===== src/rtl/maze_pkg.sv =====
// Shared encodings and motion constants for the line-maze navigation controller.
package maze_pkg;

    typedef enum logic [3:0] {
        ST_IDLE        = 4'd0,
        ST_SEARCH      = 4'd1,
        ST_FOLLOW      = 4'd2,
        ST_ADJUST      = 4'd3,
        ST_PROBE       = 4'd4,
        ST_TURN        = 4'd5,
        ST_TURN_AROUND = 4'd6,
        ST_BACKOFF     = 4'd7,
        ST_STEP_WAIT   = 4'd8,
        ST_GOAL        = 4'd9,
        ST_FAULT       = 4'd10
    } state_t;

    localparam logic [15:0] FAST      = 16'd360;
    localparam logic [15:0] SLOW      = 16'd180;
    localparam logic [15:0] DEG_OUTER = 16'd240;
    localparam logic [15:0] DEG_INNER = 16'd120;
    localparam logic [15:0] DEG_UTURN = 16'd360;

endpackage


===== src/rtl/maze_nav_ctrl_debounce.sv =====
// Hold-time debouncer: output follows the raw input only after it has
// differed from the current output for DB_CYCLES consecutive cycles.
module maze_nav_ctrl_debounce #(
    parameter int unsigned DB_CYCLES = 1600000
) (
    input  logic clk_i,
    input  logic rst_i,
    input  logic raw_i,
    output logic db_o
);
    localparam int unsigned W = (DB_CYCLES > 1) ? $clog2(DB_CYCLES) : 1;

    logic [W-1:0] cnt_q;
    logic         db_q;

    always_ff @(posedge clk_i or posedge rst_i) begin
        if (rst_i) begin
            cnt_q <= '0;
            db_q  <= 1'b0;
        end else if (raw_i == db_q) begin
            cnt_q <= '0;
        end else if (cnt_q == W'(DB_CYCLES - 1)) begin
            db_q  <= raw_i;
            cnt_q <= '0;
        end else begin
            cnt_q <= cnt_q + 1'b1;
        end
    end

    assign db_o = db_q;

endmodule


===== src/rtl/maze_nav_ctrl.sv =====
// Line-maze navigation FSM: wall-follow rule, goal detection, junction/dead-end
// counting and step-handshake supervision. Issues motion commands only.
module maze_nav_ctrl
    import maze_pkg::*;
#(
    parameter int unsigned N_CH        = 8,
    parameter int unsigned DB_CYCLES   = 1600000,
    parameter int unsigned GOAL_CYCLES = 8000000,
    parameter int unsigned STEP_TMO    = 48000000,
    parameter int unsigned LOST_MAX    = 3,
    parameter int unsigned CW          = 8
) (
    input  logic            WF_CLK,
    input  logic            rst,
    input  logic            start,
    input  logic            bump,
    input  logic            hand_sel,
    input  logic [N_CH-1:0] ir_color,
    input  logic            step_done,
    output logic            step_start,
    output logic [15:0]     step_degL,
    output logic [15:0]     step_degR,
    output logic            drive_en,
    output logic            drive_sel,
    output logic [15:0]     speedL,
    output logic [15:0]     speedR,
    output logic            dirL,
    output logic            dirR,
    output logic [CW-1:0]   junction_cnt,
    output logic [CW-1:0]   deadend_cnt,
    output logic            goal,
    output logic            fault,
    output logic [3:0]      state
);
    localparam int unsigned H    = N_CH / 2;
    localparam int unsigned SW   = $clog2(H + 1);
    localparam int unsigned TMAX = (GOAL_CYCLES > STEP_TMO) ? GOAL_CYCLES : STEP_TMO;
    localparam int unsigned TW   = $clog2(TMAX + 1);
    localparam int unsigned LW   = $clog2(LOST_MAX + 1);

    function automatic logic [SW-1:0] popcnt(input logic [H-1:0] v);
        logic [SW-1:0] s;
        logic [H-1:0]  t;
        s = '0;
        t = v;
        for (int unsigned i = 0; i < H; i++) begin
            s = s + SW'(t[0]);
            t = t >> 1;
        end
        return s;
    endfunction

    state_t         state_q, state_d, ret_q, ret_d;
    logic           hand_q, hand_d, goal_q, goal_d, fault_q, fault_d;
    logic [CW-1:0]  jcnt_q, jcnt_d, dcnt_q, dcnt_d;
    logic [LW-1:0]  lost_run_q, lost_run_d;
    logic [TW-1:0]  timer_q, timer_d;
    logic           step_start_q, step_start_d, en_q, en_d, sel_q, sel_d;
    logic           dir_l_q, dir_l_d, dir_r_q, dir_r_d;
    logic [15:0]    deg_l_q, deg_l_d, deg_r_q, deg_r_d;
    logic [15:0]    spd_l_q, spd_l_d, spd_r_q, spd_r_d;

    logic           on_raw, lost_raw, pos_raw, allblk, hand_open;
    logic           on_db, lost_db, pos_db;
    logic [H-1:0]   left_rev;
    logic [SW-1:0]  sum_l, sum_r;

    assign left_rev  = {<<{ir_color[N_CH-1:H]}};
    assign on_raw    = ir_color[H] | ir_color[H-1];
    assign lost_raw  = (ir_color == '0);
    assign allblk    = &ir_color;
    assign pos_raw   = on_raw & (ir_color[H-1:0] == left_rev);
    assign hand_open = hand_q ? (&ir_color[N_CH-1:H]) : (&ir_color[H-1:0]);
    assign sum_l     = popcnt(ir_color[N_CH-1:H]);
    assign sum_r     = popcnt(ir_color[H-1:0]);

    maze_nav_ctrl_debounce #(.DB_CYCLES(DB_CYCLES)) u_db_on (
        .clk_i(WF_CLK), .rst_i(rst), .raw_i(on_raw), .db_o(on_db));
    maze_nav_ctrl_debounce #(.DB_CYCLES(DB_CYCLES)) u_db_lost (
        .clk_i(WF_CLK), .rst_i(rst), .raw_i(lost_raw), .db_o(lost_db));
    maze_nav_ctrl_debounce #(.DB_CYCLES(DB_CYCLES)) u_db_pos (
        .clk_i(WF_CLK), .rst_i(rst), .raw_i(pos_raw), .db_o(pos_db));

    always_comb begin
        state_d      = state_q;
        ret_d        = ret_q;
        hand_d       = hand_q;
        jcnt_d       = jcnt_q;
        dcnt_d       = dcnt_q;
        lost_run_d   = lost_run_q;
        timer_d      = timer_q;
        goal_d       = goal_q;
        fault_d      = fault_q;
        step_start_d = 1'b0;
        deg_l_d      = deg_l_q;
        deg_r_d      = deg_r_q;
        dir_l_d      = dir_l_q;
        dir_r_d      = dir_r_q;
        en_d         = 1'b0;
        sel_d        = 1'b0;
        spd_l_d      = '0;
        spd_r_d      = '0;

        if (bump && state_q != ST_IDLE) begin
            state_d = ST_IDLE;
        end else begin
            case (state_q)
                ST_IDLE: if (start) begin
                    state_d    = ST_SEARCH;
                    hand_d     = hand_sel;
                    jcnt_d     = '0;
                    dcnt_d     = '0;
                    lost_run_d = '0;
                    goal_d     = 1'b0;
                    fault_d    = 1'b0;
                end
                ST_SEARCH: if (on_db) state_d = ST_FOLLOW;
                ST_FOLLOW: begin
                    // lost_run only clears on a centred reacquire; otherwise the
                    // consecutive turn-around limit could never be reached.
                    if (allblk) begin
                        state_d = ST_PROBE;
                        timer_d = '0;
                    end else if (hand_open) state_d = ST_TURN;
                    else if (pos_db)        lost_run_d = '0;
                    else if (!lost_db)      state_d = ST_ADJUST;
                    else                    state_d = ST_TURN_AROUND;
                end
                ST_ADJUST: if (sum_l == sum_r) state_d = ST_FOLLOW;
                ST_PROBE: begin
                    if (!allblk) state_d = ST_TURN;
                    else if (timer_q == TW'(GOAL_CYCLES - 1)) begin
                        state_d = ST_GOAL;
                        goal_d  = 1'b1;
                    end else timer_d = timer_q + 1'b1;
                end
                ST_TURN: begin
                    step_start_d = 1'b1;
                    deg_l_d      = hand_q ? DEG_INNER : DEG_OUTER;
                    deg_r_d      = hand_q ? DEG_OUTER : DEG_INNER;
                    dir_l_d      = hand_q;
                    dir_r_d      = ~hand_q;
                    jcnt_d       = (jcnt_q == '1) ? jcnt_q : jcnt_q + 1'b1;
                    ret_d        = ST_FOLLOW;
                    timer_d      = '0;
                    state_d      = ST_STEP_WAIT;
                end
                ST_TURN_AROUND: begin
                    dcnt_d     = (dcnt_q == '1) ? dcnt_q : dcnt_q + 1'b1;
                    lost_run_d = lost_run_q + 1'b1;
                    if (lost_run_q + 1'b1 == LW'(LOST_MAX)) begin
                        state_d = ST_FAULT;
                        fault_d = 1'b1;
                    end else begin
                        step_start_d = 1'b1;
                        deg_l_d      = DEG_UTURN;
                        deg_r_d      = DEG_UTURN;
                        dir_l_d      = 1'b0;
                        dir_r_d      = 1'b1;
                        ret_d        = ST_BACKOFF;
                        timer_d      = '0;
                        state_d      = ST_STEP_WAIT;
                    end
                end
                ST_BACKOFF: if (lost_db) state_d = ST_SEARCH;
                ST_STEP_WAIT: begin
                    if (!step_start_q && step_done) state_d = ret_q;
                    else if (timer_q == TW'(STEP_TMO - 1)) begin
                        state_d = ST_FAULT;
                        fault_d = 1'b1;
                    end else timer_d = timer_q + 1'b1;
                end
                ST_GOAL, ST_FAULT: if (start) state_d = ST_IDLE;
                default: state_d = ST_IDLE;
            endcase
        end

        case (state_d)
            ST_SEARCH, ST_FOLLOW, ST_PROBE, ST_ADJUST, ST_BACKOFF: begin
                en_d    = 1'b1;
                spd_l_d = (state_d == ST_SEARCH || state_d == ST_FOLLOW) ? FAST : SLOW;
                spd_r_d = spd_l_d;
                dir_l_d = (state_d == ST_BACKOFF) || (state_d == ST_ADJUST && sum_l > sum_r);
                dir_r_d = (state_d == ST_BACKOFF) || (state_d == ST_ADJUST && !(sum_l > sum_r));
            end
            ST_TURN, ST_TURN_AROUND, ST_STEP_WAIT: sel_d = 1'b1;
            default: begin
                dir_l_d = 1'b0;
                dir_r_d = 1'b0;
            end
        endcase
    end

    always_ff @(posedge WF_CLK or posedge rst) begin
        if (rst) begin
            state_q <= ST_IDLE;      ret_q <= ST_IDLE;
            hand_q <= 1'b0;          goal_q <= 1'b0;      fault_q <= 1'b0;
            jcnt_q <= '0;            dcnt_q <= '0;
            lost_run_q <= '0;        timer_q <= '0;
            step_start_q <= 1'b0;    en_q <= 1'b0;        sel_q <= 1'b0;
            dir_l_q <= 1'b0;         dir_r_q <= 1'b0;
            deg_l_q <= '0;           deg_r_q <= '0;
            spd_l_q <= '0;           spd_r_q <= '0;
        end else begin
            state_q <= state_d;      ret_q <= ret_d;
            hand_q <= hand_d;        goal_q <= goal_d;    fault_q <= fault_d;
            jcnt_q <= jcnt_d;        dcnt_q <= dcnt_d;
            lost_run_q <= lost_run_d; timer_q <= timer_d;
            step_start_q <= step_start_d; en_q <= en_d;   sel_q <= sel_d;
            dir_l_q <= dir_l_d;      dir_r_q <= dir_r_d;
            deg_l_q <= deg_l_d;      deg_r_q <= deg_r_d;
            spd_l_q <= spd_l_d;      spd_r_q <= spd_r_d;
        end
    end

    assign step_start   = step_start_q;
    assign step_degL    = deg_l_q;
    assign step_degR    = deg_r_q;
    assign drive_en     = en_q;
    assign drive_sel    = sel_q;
    assign speedL       = spd_l_q;
    assign speedR       = spd_r_q;
    assign dirL         = dir_l_q;
    assign dirR         = dir_r_q;
    assign junction_cnt = jcnt_q;
    assign deadend_cnt  = dcnt_q;
    assign goal         = goal_q;
    assign fault        = fault_q;
    assign state        = state_q;

endmodule


===== config.mk =====
export PLATFORM = sky130hd
export DESIGN_NAME = maze_nav_ctrl
export DESIGN_NICKNAME = d
export VERILOG_FILES = /design/src/rtl/maze_pkg.sv /design/src/rtl/maze_nav_ctrl_debounce.sv /design/src/rtl/maze_nav_ctrl.sv
export SDC_FILE = /design/constraint.sdc
export NUM_CORES = 1
export LEC_CHECK = 0
export ABC_AREA = 1
export BUFFER_PORTS_ARGS = -buffer_cell sky130_fd_sc_hd__clkbuf_2
export CAP_MARGIN = 5
export CORE_MARGIN = 8
export CORE_UTILIZATION = 50
export DETAILED_ROUTE_END_ITERATION = 10
export GPL_TIMING_DRIVEN = 0
export PLACE_DENSITY = 0.71
export SLEW_MARGIN = 20
export SYNTH_ARGS = -nofsm -noshare
export SYNTH_HDL_FRONTEND = slang
export SYNTH_SLANG_ARGS = --single-unit
export TNS_END_PERCENT = 100

===== constraint.sdc =====
create_clock -name WF_CLK -period 8 [get_ports WF_CLK]
set_clock_uncertainty 0.05 [all_clocks]
set_input_delay 0.8 -clock WF_CLK [delete_from_list [all_inputs] [get_ports WF_CLK]]
set_output_delay 0.8 -clock WF_CLK [all_outputs]
set_load 0.01 [all_outputs]

---- Word level (Yosys, flattened, before mapping) ----
Cells that the tools add are included.
word-level totals
  word-level logic and storage cells ...... 200
  bits in registers ....................... 174
  input port bits ......................... 14
  output and inout port bits .............. 91
operators by class
  reductions and logical operators ........ 37
  eq/ne operators ......................... 49
  order comparisons ....................... 1
  $add $sub $neg .......................... 13
  bitwise operators ....................... 7
  multiplexer cells ....................... 70
operator list
  operator                                                                  count
  26-bit two-way mux                                                        6
  26-bit one-hot mux with 5 select lines                                    1
  21-bit two-way mux                                                        6
  16-bit one-hot mux with 2 select lines                                    2
  21-bit by 1-bit adder with 21-bit output (second input constant)          3
  21-bit equality test (second input constant)                              3
  4-bit two-way mux                                                         14
  8-bit two-way mux                                                         5
  4-bit one-hot mux with 10 select lines                                    1
  4-bit by 3-bit equality test with 1-bit output (second input constant)    8
  8-bit one-hot mux with 2 select lines                                     2
  2-bit != test (second input constant)                                     15
  26-bit by 1-bit adder with 26-bit output (second input constant)          1
  26-bit by 23-bit equality test with 1-bit output (second input constant)  1
  26-bit equality test (second input constant)                              1
  9-bit two-way mux                                                         2
  8-bit by 1-bit adder with 8-bit output (second input constant)            2
  4-bit by 2-bit equality test with 1-bit output (second input constant)    4
  4-bit equality test (second input constant)                               4
  8-bit equality test (second input constant)                               2
  16-bit two-way mux                                                        1
  4-bit AND reduction                                                       4
  8-bit AND reduction                                                       2
  1-bit two-way mux                                                         15
  38 further kinds                                                          72

---- Depth between registers and ports, before layout ----
Gate-level depths: netlist of run 1.
  depth after elaboration ................. 11
  mapped depth ............................ 22
  gate-level depth less buffers ........... 22

---- By module ----
From an unflattened synthesis of run 1, not the netlist that was laid out.
second synthesis, totals
  cells, all modules ...................... 1133
  area total of the unflattened synthesis .. 8627.0 µm²
by module, submodules not included
  module                                   times used  cells each  area each (µm²)  sequential area each (µm²)
  maze_nav_ctrl                            1           626         4645.7           1626.6
  maze_nav_ctrl_debounce at u_db_lost ...  2           169         1306.3           550.5
  maze_nav_ctrl_debounce at u_db_pos       1           169         1368.8           550.5

---- Worst setup path before layout of run 1 ----
Ideal clock, no wire load.
  kind .................................... input-to-reg
  start ................................... input port ir_color[0]
  end ..................................... register dir_r_q (netlist: dirR)
  setup time .............................. 0.113 ns
  required time ........................... 7.837 ns
  cell stages on the path ................. 20
  arrival ................................. 3.151 ns
  buffers on the path ..................... 0
  setup slack ............................. 4.686 ns
  cells stage by stage .................... inv_1 -> fa_1 -> inv_1 -> ha_1 -> ha_1 -> inv_1 -> ha_1 -> nand3_1 -> nand3_1 -> nand3_1 -> nor2_1 -> nand2_1 -> nor2_1 -> nand2_2 -> nand2_2 -> nand3_1 -> nand2_4 -> nand3b_4 -> nand2_1 -> inv_1
between the ends
  longest elaborated chain between the ends .. 11
  elaborated cells on any way between the ends .. 32
  those cells by class .................... add/sub (3); order compare (1); eq/ne (12); mux (8); reduce/logical (8)
ends and longest elaborated chain
  element                                                                                               RTL line                                    text
  from (decl)                                                                                           maze_nav_ctrl.sv:18                         input logic [N_CH-1:0] ir_color,
  1-bit by 1-bit adder with 2-bit output                                                                maze_nav_ctrl.sv:47                         s = s + SW'(t[0]);
  2-bit by 1-bit adder with 3-bit output                                                                maze_nav_ctrl.sv:47
  3-bit by 1-bit adder with 3-bit output                                                                maze_nav_ctrl.sv:47
  3-bit equality test                                                                                   maze_nav_ctrl.sv:129                        ST_ADJUST: if (sum_l == sum_r) state_d = ST_FOLLOW;
  4-bit two-way mux                                                                                     maze_nav_ctrl.sv:129
  4-bit one-hot mux with 10 select lines                                                                maze_nav_ctrl.sv:107                        case (state_q)
  4-bit two-way mux                                                                                     maze_nav_ctrl.sv:104                        if (bump && state_q != ST_IDLE) begin
  4-bit by 3-bit equality test with 1-bit output, or another cell as far along                          maze_nav_ctrl.sv:178                        case (state_d)
  3-bit OR reduction / 1-bit logical AND (equally long branches)                                        maze_nav_ctrl.sv:178, maze_nav_ctrl.sv:184
  3-bit by 1-bit != test with 1-bit output (no source line), or another cell as far along               n/a
  3-bit AND reduction (no source line) / 1-bit one-hot mux with 2 select lines (equally long branches)  n/a
  to (signal assigned)                                                                                  maze_nav_ctrl.sv:210                        dir_l_q <= dir_l_d; dir_r_q <= dir_r_d;
  to (decl)                                                                                             maze_nav_ctrl.sv:59                         logic dir_l_q, dir_l_d, dir_r_q, dir_r_d;
Parallel ways exist; a longest one is shown, timed or not.
A chain may end at the register's enable or synchronous reset.

---- Final worst setup path of run 1 ----
Same ends and word-level chain as after synthesis.

==> out/summary.txt, run 1 <==
final setup violation count -> 0
Initial Util -> 50.90%
Worst R2R End -> dirR
synth top area cells -> dfrtp_1 41%, nand2_1 7.9%, inv_1 6.5%
Reg2Reg Depth -> 18
Slew @ Worst Pin -> 0.5822 ns
drt pass-1 iters -> 4
# Post-CTS Setup Buffers -> 0
initial antenna violation count -> 0
Post-DP Area -> 8801 µm²
Routed Antenna Nets -> 0
period utilization -> 42.31%
Crit-path slowest cell -> fa_1
Yosys warning total -> 0
Post-Route WL -> 18.14 mm
Die Wd -> 142.7 µm
Async SR Flop Fraction -> 100.0%
cts repair resizes -> 0
CP top delay family -> simple AND/OR/NAND/NOR gates
Cell Chain, Critical Path -> clkbuf_2, inv_1, fa_1, inv_1, ha_1, ha_1, inv_1, ha_1, nand3_1, nand3_1, nand3_1, nor2_1, nand2_1, nor2_1, nand2_2, nand2_2, nand2_1, nand3_2, nand2_4, nand2_2, nand2_1, nand2_1, inv_1
# port buffers -> 66
CP Buf/Inv Count -> 5
share of layout cells above drive strength 1 -> 19.67%
Pwr Total -> 2390 µW
Worst setup SP type -> input port
dpl hpwl -> 13.64 mm
RD Place Congestion -> 0.9312
Clk pin slew, worst setup/hold paths -> 0.06 ns
Worst setup EP type -> register
Tot GR Track Use -> 18.64%
pin count of the biggest net entering global routing -> 106
Final Core Density -> 59.35%
run status -> finished, final reports clean
Top-Level Pins -> 105
Power Density -> 255.3 nW/µm²
Post-synth EDFFs -> 0
CTS max path bufs -> 2
Synth cell types -> 55
Crit Path Class -> in2reg
area share of the largest cell type after synthesis -> 40.84%
# DRC -> 0
cell row count -> 46
DR iter-0 viols -> 406
cells after synthesis -> 1,004
Hold Vio Cnt, Final -> 0
Fmax -> 0.2955 GHz
HP Class -> in2async
maximum vdd drop -> 0.1850 mV
Synth Register Bits -> 131
antenna cell count -> 0
die area -> 20,360 µm²
Slew Limit Headroom -> 60.83%
average size of a mapped cell -> 7.994 µm²
DR WL/cell -> 13.39 µm
Synth Flop Type -> dfrtp_1
CP Data Required Time -> 8.27 ns
count leader, synth -> nand2_1
mapped cell area -> 8026 µm²
area leader, netlist -> dfrtp_1
setup TNS -> 0 ns
first-pass GRT wire length -> 30.35 mm
CTS sink count -> 131
Slowest Stage Delay on Critical Path -> 0.54 ns
H-tree Lvls -> 4
Min Hold Slack -> 0.2717 ns
Crit path arrival time -> 3.65 ns
CTS tree -> built
Max Cap Violations -> 0
Final Cell Area -> 9360 µm²
vias in the first global route -> 6,447
Core Region -> 15,770 µm²
most frequent cells after synthesis -> 169 x nand2_1, 138 x inv_1, 131 x dfrtp_1
Reg2Reg Launch Point -> timer_q[0]
fin crit period -> 3.385 ns
leakage power -> 0.004548 µW
worst-skew pair later-pin latency -> 0.42 ns
RSZ-0062 raised after global routing -> no
CTS Root Cell -> clkbuf_16
drt via density -> 4.934
via count -> 6,685
max-slew violation total from the final report -> 0
nets@finish -> 1,162
aggregate global routing overflow -> 0
total clock buffers created by CTS -> 17
Die Ht -> 142.7 µm
Layout area overhead -> 16.62%
hold_buf cts -> 0
CP Max Fanout -> 5
sequential share of the synthesized area -> 40.84%
r2r setup slk -> 5.65 ns
cell type report:
type,instances,area (µm²)
well taps,216,270.3
plain buffers,64,479.2
repair buffers,67,357.8
clock buffers,20,446.7
inverters,150,583.1
fillers,1455,6410
clock inverters,11,112.6
multi-input cells,696,3832
flip-flops and latches,131,3278
worst max-delay path by stage:
stage           startpoint             endpoint  slack [ns]  cells past startpoint
2_1_floorplan          rst       deadend_cnt[0]        3.65                      1
3_3_place_gp           rst  u_db_lost.cnt_q[17]        2.09                      2
3_5_place_dp   ir_color[0]                 dirR        4.23                     21
4_1_cts        ir_color[0]                 dirR        4.64                     21
5_1_grt        ir_color[0]                 dirR        4.41                     23
6_report       ir_color[0]                 dirR        4.62                     23
stage by stage:
stage / std cells / setup slack (ns)
detailed placement: 1324 / 4.225
global route: 1355 / 4.407
global placement: 1323 / 2.087
CTS: 1355 / 4.639
finish: 1355 / 4.616
floorplan: 1041 / 3.652
sequential cells by signal, summed over array words and instances, names as in the netlist, 3 cells and up:
| name | cells |
|---|---|
| deadend_cnt | 8 |
| junction_cnt | 8 |
| speedR | 3 |
| state | 4 |
| step_degL | 3 |
| timer_q | 26 |
| u_db_lost.cnt_q | 21 |
| u_db_on.cnt_q | 21 |
| u_db_pos.cnt_q | 21 |
cells by family after synthesis:
| group | after synthesis | share of synthesized area, % |
|---|---|---|
| other | 1 | 0.04672 |
| buffers and inverters | 214 | 13.14 |
| and+or+nand+nor | 471 | 28.56 |
| adders and majority gates | 21 | 3.461 |
| AOI/OAI and AO/OA | 124 | 9.369 |
| DFF | 131 | 40.84 |
| xor gates and xnor gates | 42 | 4.583 |
power breakdown:
group / internal, µW / leakage (µW) / switching, µW / total (µW)
clock: 461 / 0.000283 / 284 / 745
sequential: 747 / 0.00175 / 77.0 / 824
combinational: 292 / 0.00252 / 529 / 821
total: 1500 / 0.00455 / 890 / 2390
cell usage in the layout (no fill, tap or decap), drive strengths merged, types with 3 or more instances in the layout:
cell    netlist  routed
nand2       186     186
inv         147     147
nor2        138     138
dfrtp       131     131
clkbuf        2      88
buf          62      63
nand3        61      61
o21ai        44      44
conb          1      38
a21oi        37      37
xor2         34      34
nor3         34      34
nand4        19      19
ha           19      19
nor4         18      18
o31ai        16      16
clkinv        3      12
a211oi       10      10
xnor2         8       8
nor3b         7       7
o21a          6       6
nand3b        4       4
a31oi         3       3
layer usage:
metal  global-route usage (%)  part of all wire (%)  vias up
met2                    29.76                    47      168
li1                         -                     -     3406
met3                    4.441                   4.8       29
met4                    6.600                   1.8        0
met5                        0                     0        -
met1                    24.22                    46     3082
No activity file was read; power rests on OpenSTA's default activity.
==> inputs of run 2 (changes only) <==
ABC_AREA = 0   (was 1)
PLACE_DENSITY = 0.74   (was 0.71)
clock period = 2.92 ns   (was 8 ns; I/O delays follow)
==> run 2 against run 1 <==
Total power increased to 2.8 times the previous value. Area after synthesis decreased by 3.6%. Setup slack lost 4.5 ns. Clock power rose to 3.2 times the previous value. Largest cell class unchanged. Via count decreased by 3.9%. Critical path depth is 14 lower. Largest power group is now the clock network. Hold slack got worse by 0.20 ns.
==> out/summary.txt, run 2 <==
HP Class -> in2reg
Routed Antenna Nets -> 0
max FFs per register -> 26
Crit Path Class -> reg2reg
Critical Path End -> deadend_cnt[5]
Die Wd -> 140.4 µm
Die Ht -> 140.4 µm
main combinational cell family by area after synthesis -> simple AND/OR/NAND/NOR gates
nets@finish -> 1,024
dpl hpwl -> 12.93 mm
Yosys warning total -> 0
Min Hold Slack -> 0.06924 ns
cell row count -> 45
CP Max Fanout -> 10
largest register by flop count -> timer_q
period utilization -> 96.27%
sequential share of the synthesized area -> 42.36%
run status -> finished, final reports clean
Synth Register Bits -> 131
max-slew violation total from the final report -> 0
share of layout cells above drive strength 1 -> 18.86%
cells after synthesis -> 862
leakage power -> 0.004216 µW
most common cell after layout, fill and taps aside -> dfrtp_1
Initial Util -> 51.09%
r2r setup slk -> 0.11 ns
Async SR Flop Fraction -> 100.0%
Slew @ Worst Pin -> 0.8131 ns
area share of the largest cell type after synthesis -> 42.36%
Fmax -> 0.3557 GHz
Post-Synth Adder-Cell Area -> 3.848%
Top-Level Pins -> 105
dpl ws -> -0.2830 ns
Tot GR Track Use -> 18.28%
pin count of the biggest net entering global routing -> 35
worst-skew pair later-pin latency -> 0.42 ns
final worst setup slack -> 0.1088 ns
Final Cell Area -> 9229 µm²
Core Region -> 15,150 µm²
first-pass GRT wire length -> 29.78 mm
Synth Area in Simple Gates -> 24.64%
# DRC -> 0
Power Density -> 733.1 nW/µm²
count leader, synth -> dfrtp_1
vias in the first global route -> 6,101
DR iter-0 viols -> 513
RD Place Congestion -> 0.8831
Layout area overhead -> 19.26%
via count -> 6,425
Synth Flop Type -> dfrtp_1
drt via density -> 5.399
DR WL/cell -> 14.92 µm
multi-input logic area -> 3933 µm²
Worst R2R End -> deadend_cnt[5]
synth top area cells -> dfrtp_1 42%, nor2_1 6.2%, buf_4 5.3%
final setup violation count -> 0
mux cell area share after synthesis -> 0.9378%
most frequent cells after synthesis -> 131 x dfrtp_1, 127 x nor2_1, 58 x nand2_1
total clock buffers created by CTS -> 17
Worst setup EP type -> register
die area -> 19,710 µm²
crit path from -> state[0]
mapped cell area -> 7739 µm²
Clk pin slew, worst setup/hold paths -> 0.06 ns
Slew Limit Headroom -> 45.38%
fin crit period -> 2.811 ns
Synth Area in Compound Gates -> 11.09%
CTS Root Cell -> clkbuf_16
aggregate global routing overflow -> 0
Hold Vio Cnt, Final -> 0
drt pass-1 iters -> 5
Synth cell types -> 68
Reg2Reg Launch Point -> state[0]
Reg2Reg Depth -> 9
most frequent cells in the layout -> 131 x dfrtp_1, 127 x nor2_1, 68 x clkbuf_2
Post-DP Area -> 8536 µm²
area leader, netlist -> dfrtp_1
average size of a mapped cell -> 8.978 µm²
Post-synth EDFFs -> 0
initial antenna violation count -> 0
XOR/XNOR Fraction of Synth Area -> 8.262%
CP Data Required Time -> 3.16 ns
Fill cells -> 1,308
Worst setup SP type -> register
antenna cell count -> 0
Post-Route WL -> 17.76 mm
maximum vdd drop -> 0.4504 mV
Max Cap Violations -> 0
H-tree Lvls -> 4
CTS max path bufs -> 2
Sequential cell area -> 3278 µm²
Crit path arrival time -> 3.05 ns
CTS sink count -> 131
# port buffers -> 66
CTS tree -> built
==> run 2: repair_timing <==
item / CTS / global route
hold endpoints to repair: 16 / 0
pin swaps: 0 / 2
hold buffers: 1 / 0
endpoints found under the setup margin: 19 / 28
buffers inserted: 0 / 1
resized for setup: 4 / 7
==> run 2: cell type report <==
| class | count | share of cell area, % |
|---|---|---|
| multi-input combinational | 647 | 42.61 |
| sequential | 131 | 35.52 |
| buffer | 82 | 5.870 |
| clock buffer | 21 | 4.989 |
| timing repair buffer | 72 | 4.718 |
| tap | 188 | 2.549 |
| clock inverter | 11 | 2.156 |
| inverter | 38 | 1.586 |
==> run 2: report_power, final <==
part / switching, µW / internal [µW] / total (µW)
clock network: 801 / 1570 / 2370
logic: 1200 / 885 / 2080
registers: 257 / 2060 / 2320
==> run 2: critical path, cell delays in order, from the launching register on <==
cell	delay [ns]
dfrtp_1	0.39
buf_6	0.14
clkbuf_1	0.21
buf_1	0.30
nor2_1	0.16
o21ai_0	0.29
a2111oi_1	0.70
nand3_1	0.19
xor2_1	0.18
nor2_1	0.06
==> run 2: worst min-delay path by stage <==
stage / startpoint / end / slack (ns) / depth (start not counted)
after floorplan: hand_sel / hand_q / 0.39 / 1
after detailed placement: rst / u_db_on.cnt_q[3] / 0.25 / 2
after CTS: hand_sel / hand_q / 0.06 / 2
after global placement: step_degR[7] / step_degR[7] / 0.41 / 2
after global routing: hand_sel / hand_q / 0.06 / 2
final: hand_sel / hand_q / 0.07 / 2
==> run 2: per-stage QoR <==
stage | setup TNS [ns] | total power [µW] | cells | utilization (%)
floorplan | 0 | 3772 | 899 | -
global placement | -4.113 | 4317 | 1153 | 55.78
detailed placement | -4.410 | 4367 | 1157 | 56.36
CTS | 0 | 6780 | 1190 | 60.83
global route | -0.05713 | 7147 | 1190 | 60.93
finish | 0 | 6765 | 1190 | 60.93
==> run 2: cell families after synthesis <==
| logic type | after synthesis |
|---|---|
| other | 1 |
| and+or+nand+nor | 371 |
| AOI/OAI and AO/OA | 135 |
| DFF | 131 |
| buffers and inverters | 121 |
| muxes | 7 |
| adders and majority gates | 23 |
| xor gates and xnor gates | 73 |
==> run 2: routing by layer <==
metal  track usage [%]  vias to the layer above  share of wire, %
met1             23.86                     3071                46
met4             6.286                        0               1.6
met5                 0                        -                 0
met3             4.723                       28               5.2
li1                  -                     3172                 -
met2             28.88                      154                47
==> inputs of run 3 (changes only) <==
CORE_UTILIZATION = 63   (was 50)
PLACE_DENSITY = 0.86   (was 0.74)
REMOVE_ABC_BUFFERS = 1   (was unset)
clock period = 3.31 ns   (was 2.92 ns; I/O delays follow)
==> run 3 against run 2 <==
Register-to-register slack improved by 0.15 ns. Wire length decreased by 4.8%. Non-clock buffer count decreased by 85. Hold slack improved by 0.053 ns. Highest routed layer unchanged. Global-route usage increased by 3.9 points. Total power decreased by 18%. Maximum frequency decreased by 7.9%. Combinational power decreased by 29%. Via count decreased by 2.3%. Clock power decreased by 20%. First-iteration DRC count decreased by 10%. Critical path type unchanged. Final cell count decreased by 11%. Largest power group is now registers.
==> out/summary.txt, run 3 (synthesis results as in run 2) <==
run status -> finished, final reports clean
pin count of the biggest net entering global routing -> 83
Fmax -> 0.3276 GHz
final worst setup slack -> 0.2573 ns
RD Place Congestion -> 0.8598
CP top delay family -> compound AO/OA/AOI/OAI gates
register share of total power -> 38.9%
top sig layer -> met4
die area -> 16,090 µm²
vias in the first global route -> 6,020
Layout area overhead -> 10.07%
M1 WL -> 7.097 mm
CP Max Fanout -> 28
# DRC -> 0
Crit-path slowest cell -> dfrtp_2
largest register by flop count -> timer_q
leakage power -> 0.003800 µW
CTS tree -> built
Core Region -> 12,010 µm²
dpl ws -> -0.1086 ns
Worst setup SP type -> register
# port buffers -> 66
Slew Limit Headroom -> 41.35%
RSZ-0062 raised after global routing -> no
Die Wd -> 126.8 µm
via count -> 6,276
drt pass-1 iters -> 5
CTS sink count -> 131
max-slew violation total from the final report -> 0
Worst setup EP type -> register
Initial Util -> 64.43%
combinational share of power -> 26.8%
antenna cell count -> 0
maximum vdd drop -> 0.3813 mV
DR WL/cell -> 15.93 µm
final setup violation count -> 0
Clk pin slew, worst setup/hold paths -> 0.05 ns
Crit Path Class -> reg2reg
Min Hold Slack -> 0.1219 ns
total clock buffers created by CTS -> 17
metal3 WL -> 975 µm
drt via density -> 5.915
CTS Root Cell -> clkbuf_16
CTS max path bufs -> 2
Max Cap Violations -> 0
Power Density -> 650.0 nW/µm²
first-pass GRT wire length -> 29.30 mm
Crit path arrival time -> 3.31 ns
dpl hpwl -> 11.73 mm
Slew @ Worst Pin -> 0.8576 ns
nets@finish -> 939
H-tree Lvls -> 4
Routed Antenna Nets -> 0
Tot GR Track Use -> 22.16%
Cell Chain, Critical Path -> nor4b_1, a2bb2oi_1, a2111oi_1, o21ai_2, buf_8, nand2b_1, o41ai_1
share of layout cells above drive strength 1 -> 13.13%
worst-skew pair later-pin latency -> 0.43 ns
Die Ht -> 126.8 µm
Top-Level Pins -> 105
most frequent cells in the layout -> 127 x nor2_1, 127 x dfrtp_1, 66 x clkbuf_2
cell row count -> 40
design internal power -> 3654 µW
initial antenna violation count -> 0
CP Data Required Time -> 3.56 ns
Psw -> 1882 µW
clock power share -> 34.2%
met2 WL -> 8.447 mm
CP Buf/Inv Count -> 1
period utilization -> 92.23%
DR iter-0 viols -> 460
Post-Route WL -> 16.90 mm
HP Class -> in2reg
fin crit period -> 3.053 ns
Slowest Stage Delay on Critical Path -> 0.70 ns
aggregate global routing overflow -> 0
Switching Share -> 33.99%
Hold Vio Cnt, Final -> 0
max FFs per register -> 26
[run 3: cell types whose count changed in the layout (fill, tap and decap cells not counted), sizes merged]
cell,change
buf,-68
clkbuf,-14
clkinv,-3
bufinv,-2
clkinvlp,-1
[run 3: what timing repair did]
| item | in CTS | in global routing |
|---|---|---|
| hold endpoints to repair | 49 | 0 |
| setup buffers | 0 | 0 |
| resized for setup | 3 | 2 |
| endpoints found under the setup margin | 7 | 8 |
| hold buffers | 1 | 0 |
| cloned | 0 | 0 |
[run 3: per-stage QoR]
step	util (%)	instance area, µm²	total power, µW	TNS, ns	cells
after floorplan	-	7338	3095	-74.50	816
after global placement	65.38	7853	3526	-258.30	1029
after detailed placement	65.85	7910	3628	-0.3088	1031
after CTS	70.90	8516	5546	0	1061
after global routing	70.92	8518	5842	0	1061
final	70.92	8518	5536	0	1061
[run 3: final timing paths]
kind / from / endpoint / slack, ns / cells past startpoint
worst max-delay path: state[0] / timer_q[18] / 0.26 / 7
worst min-delay path: hand_sel / hand_q / 0.12 / 2
worst max register to register: state[0] / timer_q[18] / 0.26 / 7
worst min register to register: u_db_lost.cnt_q[0] / u_db_lost.cnt_q[0] / 0.43 / 1
max in group asynchronous: rst / u_db_on.cnt_q[17] / 2.05 / 4
min in group asynchronous: rst / u_db_lost.cnt_q[17] / 0.45 / 3
[run 3: area by class of cell]
| cell class | instances | area (µm²) |
|---|---|---|
| clock buffer | 24 | 491.7 |
| inverter | 38 | 150.1 |
| fill | 881 | 3493 |
| clock inverter | 5 | 100.1 |
| sequential | 131 | 3283 |
| multi-input combinational | 647 | 3926 |
| timing repair buffer | 69 | 382.9 |
| tap | 147 | 183.9 |
[run 3: routing by layer]
metal / vias to the layer above / GRT usage, %
li1: 3004 / -
met5: - / 0
met1: 3047 / 27.06
met2: 191 / 36.45
met3: 34 / 5.656
met4: 0 / 9.587
[run 3: power groups by stage]
| stage | Combinational (µW) | Clock [µW] | Sequential, µW |
|---|---|---|---|
| floorplan | 931 | 0 | 2160 |
| global placement | 1380 | 0 | 2150 |
| detailed placement | 1460 | 0 | 2170 |
| CTS | 1480 | 1920 | 2140 |
| global route | 1650 | 2000 | 2200 |
| finish | 1480 | 1900 | 2160 |
[run 3: worst register-to-register path: stages (launching register included)]
cell,delay (ns)
dfrtp_2,0.70
nor4b_1,0.22
a2bb2oi_1,0.18
a2111oi_1,0.59
o21ai_2,0.27
buf_8,0.23
nand2b_1,0.30
o41ai_1,0.40
